==> src/rtl/uart_resp_pkg.sv <==
// Shared types and constants for the SDRAM-read-to-UART response packer.
// UART_RESP_HDR_EN prefixes every word with an ASCII 'D' header byte.
package uart_resp_pkg;

  typedef enum logic [1:0] {
    ST_IDLE  = 2'd0,
    ST_SEND  = 2'd1,
    ST_GUARD = 2'd2,
    ST_WAIT  = 2'd3
  } resp_state_t;

  localparam logic [7:0] RESP_HDR_BYTE = 8'h44;

`ifdef UART_RESP_HDR_EN
  localparam int BYTES_PER_WORD = 3;
`else
  localparam int BYTES_PER_WORD = 2;
`endif

endpackage

==> src/rtl/resp_word_fifo.sv <==
// Synchronous 16-bit word FIFO with occupancy count and sticky drop-on-full flag.
module resp_word_fifo #(
  parameter int DEPTH = 8,
  parameter int CNT_W = $clog2(DEPTH) + 1
) (
  input  logic             clk,
  input  logic             rst,
  input  logic [15:0]      wr_data,
  input  logic             wr_en,
  input  logic             rd_en,
  output logic [15:0]      rd_data,
  output logic [CNT_W-1:0] count,
  output logic             full,
  output logic             empty,
  output logic             overflow
);

  localparam int PTR_W = $clog2(DEPTH);

  logic [15:0]      mem [DEPTH];
  logic [PTR_W-1:0] wr_ptr_reg;
  logic [PTR_W-1:0] rd_ptr_reg;
  logic [CNT_W-1:0] count_reg;
  logic             overflow_reg;
  logic             push_ok;
  logic             pop_ok;

  // Full/empty come from the registered count, so a pop in the same cycle
  // does not make room for a push that arrives while full.
  assign full     = (count_reg == CNT_W'(DEPTH));
  assign empty    = (count_reg == '0);
  assign push_ok  = wr_en && !full;
  assign pop_ok   = rd_en && !empty;
  assign rd_data  = mem[rd_ptr_reg];
  assign count    = count_reg;
  assign overflow = overflow_reg;

  always_ff @(posedge clk) begin
    if (push_ok)
      mem[wr_ptr_reg] <= wr_data;
  end

  always_ff @(posedge clk or posedge rst) begin
    if (rst) begin
      wr_ptr_reg   <= '0;
      rd_ptr_reg   <= '0;
      count_reg    <= '0;
      overflow_reg <= 1'b0;
    end else begin
      if (push_ok)
        wr_ptr_reg <= wr_ptr_reg + PTR_W'(1);
      if (pop_ok)
        rd_ptr_reg <= rd_ptr_reg + PTR_W'(1);
      case ({push_ok, pop_ok})
        2'b10:   count_reg <= count_reg + CNT_W'(1);
        2'b01:   count_reg <= count_reg - CNT_W'(1);
        default: count_reg <= count_reg;
      endcase
      if (wr_en && full)
        overflow_reg <= 1'b1;
    end
  end

endmodule

==> src/rtl/uart_resp_packer.sv <==
// Buffers 16-bit SDRAM read words and serialises them high byte first to uart_tx.
// Define UART_RESP_HDR_EN to prefix each word with header byte 0x44.
module uart_resp_packer
  import uart_resp_pkg::*;
#(
  parameter int DEPTH = 8,
  parameter int CNT_W = $clog2(DEPTH) + 1
) (
  input  logic             clk,
  input  logic             rst,
  input  logic [15:0]      word_in,
  input  logic             word_valid,
  output logic             word_ready,
  output logic [7:0]       tx_data,
  output logic             tx_send,
  input  logic             tx_busy,
  output logic [CNT_W-1:0] fifo_count,
  output logic             overflow,
  output logic             idle
);

  localparam int               BIDX_W    = (BYTES_PER_WORD > 2) ? 2 : 1;
  localparam logic [BIDX_W-1:0] LAST_BIDX = BIDX_W'(BYTES_PER_WORD - 1);

  resp_state_t       state_reg;
  logic [15:0]       hold_reg;
  logic [BIDX_W-1:0] bidx_reg;
  logic [15:0]       head_word;
  logic              fifo_full;
  logic              fifo_empty;
  logic              pop;

  function automatic logic [7:0] pick_byte(input logic [15:0] w, input logic [BIDX_W-1:0] b);
`ifdef UART_RESP_HDR_EN
    case (b)
      2'd0:    pick_byte = RESP_HDR_BYTE;
      2'd1:    pick_byte = w[15:8];
      default: pick_byte = w[7:0];
    endcase
`else
    pick_byte = b[0] ? w[7:0] : w[15:8];
`endif
  endfunction

  assign pop        = (state_reg == ST_IDLE) && !fifo_empty && !tx_busy;
  assign word_ready = !fifo_full;
  assign idle       = fifo_empty && (state_reg == ST_IDLE);

  resp_word_fifo #(
    .DEPTH (DEPTH),
    .CNT_W (CNT_W)
  ) u_fifo (
    .clk      (clk),
    .rst      (rst),
    .wr_data  (word_in),
    .wr_en    (word_valid),
    .rd_en    (pop),
    .rd_data  (head_word),
    .count    (fifo_count),
    .full     (fifo_full),
    .empty    (fifo_empty),
    .overflow (overflow)
  );

  // tx_data/tx_send are loaded on entry to SEND, which only happens while
  // tx_busy is low, so the byte never moves under an active UART frame.
  always_ff @(posedge clk or posedge rst) begin
    if (rst) begin
      state_reg <= ST_IDLE;
      hold_reg  <= '0;
      bidx_reg  <= '0;
      tx_send   <= 1'b0;
      tx_data   <= '0;
    end else begin
      tx_send <= 1'b0;
      case (state_reg)
        ST_IDLE: begin
          if (pop) begin
            hold_reg  <= head_word;
            bidx_reg  <= '0;
            tx_data   <= pick_byte(head_word, '0);
            tx_send   <= 1'b1;
            state_reg <= ST_SEND;
          end
        end
        ST_SEND:  state_reg <= ST_GUARD;
        // uart_tx raises busy a cycle late; don't trust it yet.
        ST_GUARD: state_reg <= ST_WAIT;
        ST_WAIT: begin
          if (!tx_busy) begin
            if (bidx_reg == LAST_BIDX) begin
              state_reg <= ST_IDLE;
            end else begin
              bidx_reg  <= bidx_reg + BIDX_W'(1);
              tx_data   <= pick_byte(hold_reg, bidx_reg + BIDX_W'(1));
              tx_send   <= 1'b1;
              state_reg <= ST_SEND;
            end
          end
        end
        default: state_reg <= ST_IDLE;
      endcase
    end
  end

endmodule

==> config.mk <==
export PLATFORM = sky130hd
export DESIGN_NAME = uart_resp_packer
export DESIGN_NICKNAME = d
export VERILOG_FILES = /design/src/rtl/uart_resp_pkg.sv /design/src/rtl/resp_word_fifo.sv /design/src/rtl/uart_resp_packer.sv
export SDC_FILE = /design/constraint.sdc
export NUM_CORES = 1
export LEC_CHECK = 0
export ABC_AREA = 0
export CAP_MARGIN = 20
export CORE_ASPECT_RATIO = 1.5
export CORE_MARGIN = 1.5
export CORE_UTILIZATION = 26
export DETAILED_ROUTE_END_ITERATION = 8
export SKIP_LAST_GASP = 1
export SYNTH_ARGS = -nofsm -noshare
export SYNTH_HDL_FRONTEND = slang
export SYNTH_SLANG_ARGS = --single-unit
==> constraint.sdc <==
create_clock -name clk -period 2.7 [get_ports clk]
set_input_delay 0.27 -clock clk [delete_from_list [all_inputs] [get_ports clk]]
set_output_delay 0.27 -clock clk [all_outputs]
set_load 0.005 [all_outputs]
==> metrics <==
Synth Instances 334; Setup Skew 9.99 ps; CTS tree built; Pwr Density 1100 nW/µm²; area of the multi-input gates 1640 µm²; Final min period 2550 ps; final hold vios 0; Initial Util 26.7%; clk_lat worst skew roughly 400 ps; Worst EP arrival 2840 ps; largest net degree at the start of global routing 22; vias in the first global route ~3500; Inst Count DP 694; Vias/cell about 4.4; Max rail drop VDD about 0.00053 V; Relative slew margins 45.1%; P_leak 0.00269 µW; vias 3205; CTS clock-pin slew for the worst setup and hold paths approximately 60 ps; # resized after CTS 0; Seq/Total Area, Yosys slightly above 70%; first-pass GRT wire length 19100 µm; Max Fclk slightly below 0.4 GHz; Routability Congestion 0.759; commonest cells after routing, fill and taps aside edfxtp_1, clkdlybuf4s50_1, dfrtp_1; Non-Filler Instances 727; most common cell after layout, fill and taps aside edfxtp_1; drc violations 0; worst slack, placed 76.9 ps; post-CTS setup buffers 0; Post-Syn Nets ~360; Setup CP Type register to register; dpl hpwl 8000 µm; antenna violations before repair 1; Hold Crit Class primary input to async pin; Setup violations, final 0; #FFs+latches synth roughly 160; buffer levels on the longest clock path 2; critical path capture point type register; IO Pins 36; WL per Instance 17.0 µm; Sink Count 159; syn avg cell area 19.0 µm²; Root Driver clkbuf_16; max reg flops 128; core footprint around 24000 µm²; synthesized cell area 6360 µm²; Max Slew Vio Count 0; port bufs 35; Die ar. between 20000 and 30000 µm²; R2R depth 10; CP max FO 5; die extent in y 195 µm; Die Width 131 µm; Distinct cells, synth 40; max cap viols 0; Reg area 4620 µm²; Final WS setup around 150 ps; Ys Warns 0; gr usage total 10.3%; fin crit share 94.4%; Slew @ Worst Pin 822 ps; Layout Area Growth over Synthesis 22.7%; CTS HTree Levels 4; final WL between 10000 and 15000 µm; critical path required time between 2000 and 3000 ps; share of cells above drive strength 1 21.6%; outcome finished, final reports clean; DRT iter0 DRCs roughly 180; cts bufs inserted 17; grt ovf 0; Layout Nets approximately 420; hold_buf cts 0; fillers between 2000 and 2500; placement row count 69; DRT Pass-1 Iters 4; CP Launch Type register; ANT nets after route 0
worst paths after layout:
kind / from / to / slack [ps]
worst max-delay path: u_fifo.count[0]$_DFFE_PP0P_ / u_fifo.count[2]$_DFFE_PP0P_ / 150
worst min-delay path: rst / u_fifo.count[3]$_DFFE_PP0P_ / 320
worst max register to register: u_fifo.count[0]$_DFFE_PP0P_ / u_fifo.count[2]$_DFFE_PP0P_ / 150
worst min register to register: u_fifo.overflow$_DFFE_PP0P_ / u_fifo.overflow$_DFFE_PP0P_ / 480
max in group asynchronous: rst / tx_data[3]$_DFFE_PP0P_ / 1710
min in group clk: word_valid / u_fifo.overflow$_DFFE_PP0P_ / 440
layout make-up:
cell class / count / area share (%)
Antenna cell: 1 / 0.0321
Clock buffer: 17 / 5.45
Clock inverter: 15 / 2.18
Inverter: 8 / 0.385
Multi-Input combinational cell: 152 / 21.0
Sequential cell: 159 / 59.2
Tap cell: 319 / 5.11
Timing Repair Buffer: 56 / 6.67
power by group:
group	switching (µW)	internal [µW]	leakage, µW
combinational	1360	1360	0.000878
clock	924	1450	0.000286
sequential	274	3190	0.00153
cell families (layout without fill, tap and decap cells):
kind of cell | Yosys count | in the layout | synth area share (%)
multiplexers | 50 | 50 | 14.7
other | 0 | 1 | 0
AND/OR/NAND/NOR | 54 | 54 | 4.25
flip-flops | 159 | 159 | 72.6
XOR/XNOR | 8 | 8 | 1.10
buffers and inverters | 23 | 96 | 2.01
adder cells (fa/ha/maj) | 8 | 8 | 1.57
AO/OA/AOI/OAI | 32 | 32 | 3.78
synthesized netlist by cell type (all sizes together):
library cell	instances	area, µm²
a21oi	13	65.1
a221o	8	80.1
a22oi	1	7.51
a32oi	1	8.76
and2	1	6.26
buf	8	71.3
clkbuf	7	26.3
dfrtp	31	776
edfxtp	128	3840
ha	8	100
inv	8	30.0
mux2	2	22.5
mux2i	16	160
mux4	32	751
nand2	10	37.5
nand2b	4	25.0
nor2	27	109
nor2b	1	6.26
nor3	5	30.0
nor3b	1	7.51
nor4	1	6.26
nor4b	1	15.0
o211ai	1	21.3
o21a	1	7.51
o21ai	3	15.0
o21bai	1	7.51
o221ai	1	15.0
o22ai	2	12.5
or2	1	6.26
or4	1	11.3
or4b	1	10.0
xnor2	4	35.0
xor2	4	35.0
worst max-delay path, stage by stage, from the launching register on:
cell and delay (ps):
dfrtp_1 370, or4b_2 720, and2_1 240, inv_1 160
ha_4 190, xor2_1 70, ha_1 180, a21oi_1 140
xor2_1 160, nor2_1 60, xor2_1 140
per-stage QoR:
stage	power [µW]	hold WS [ps]	area, µm²	TNS (ps)	utilization [%]
floorplan	5320	369	6360	0	-
detailed placement	6280	471	7190	0	30.2
global route	9000	407	7800	-5.50	32.7
global placement	6180	481	7190	0	30.2
CTS	8670	339	7790	0	32.7
finish	8550	322	7800	0	32.8
metal layers:
layer	global-route usage (%)	vias up	share of wire, %
li1	-	1453	-
met2	18.6	69	54
met4	4.92	0	2.2
met3	2.75	18	4.6
met5	0	-	0
met1	11.0	1665	39
(Power assumes the default switching activity.)
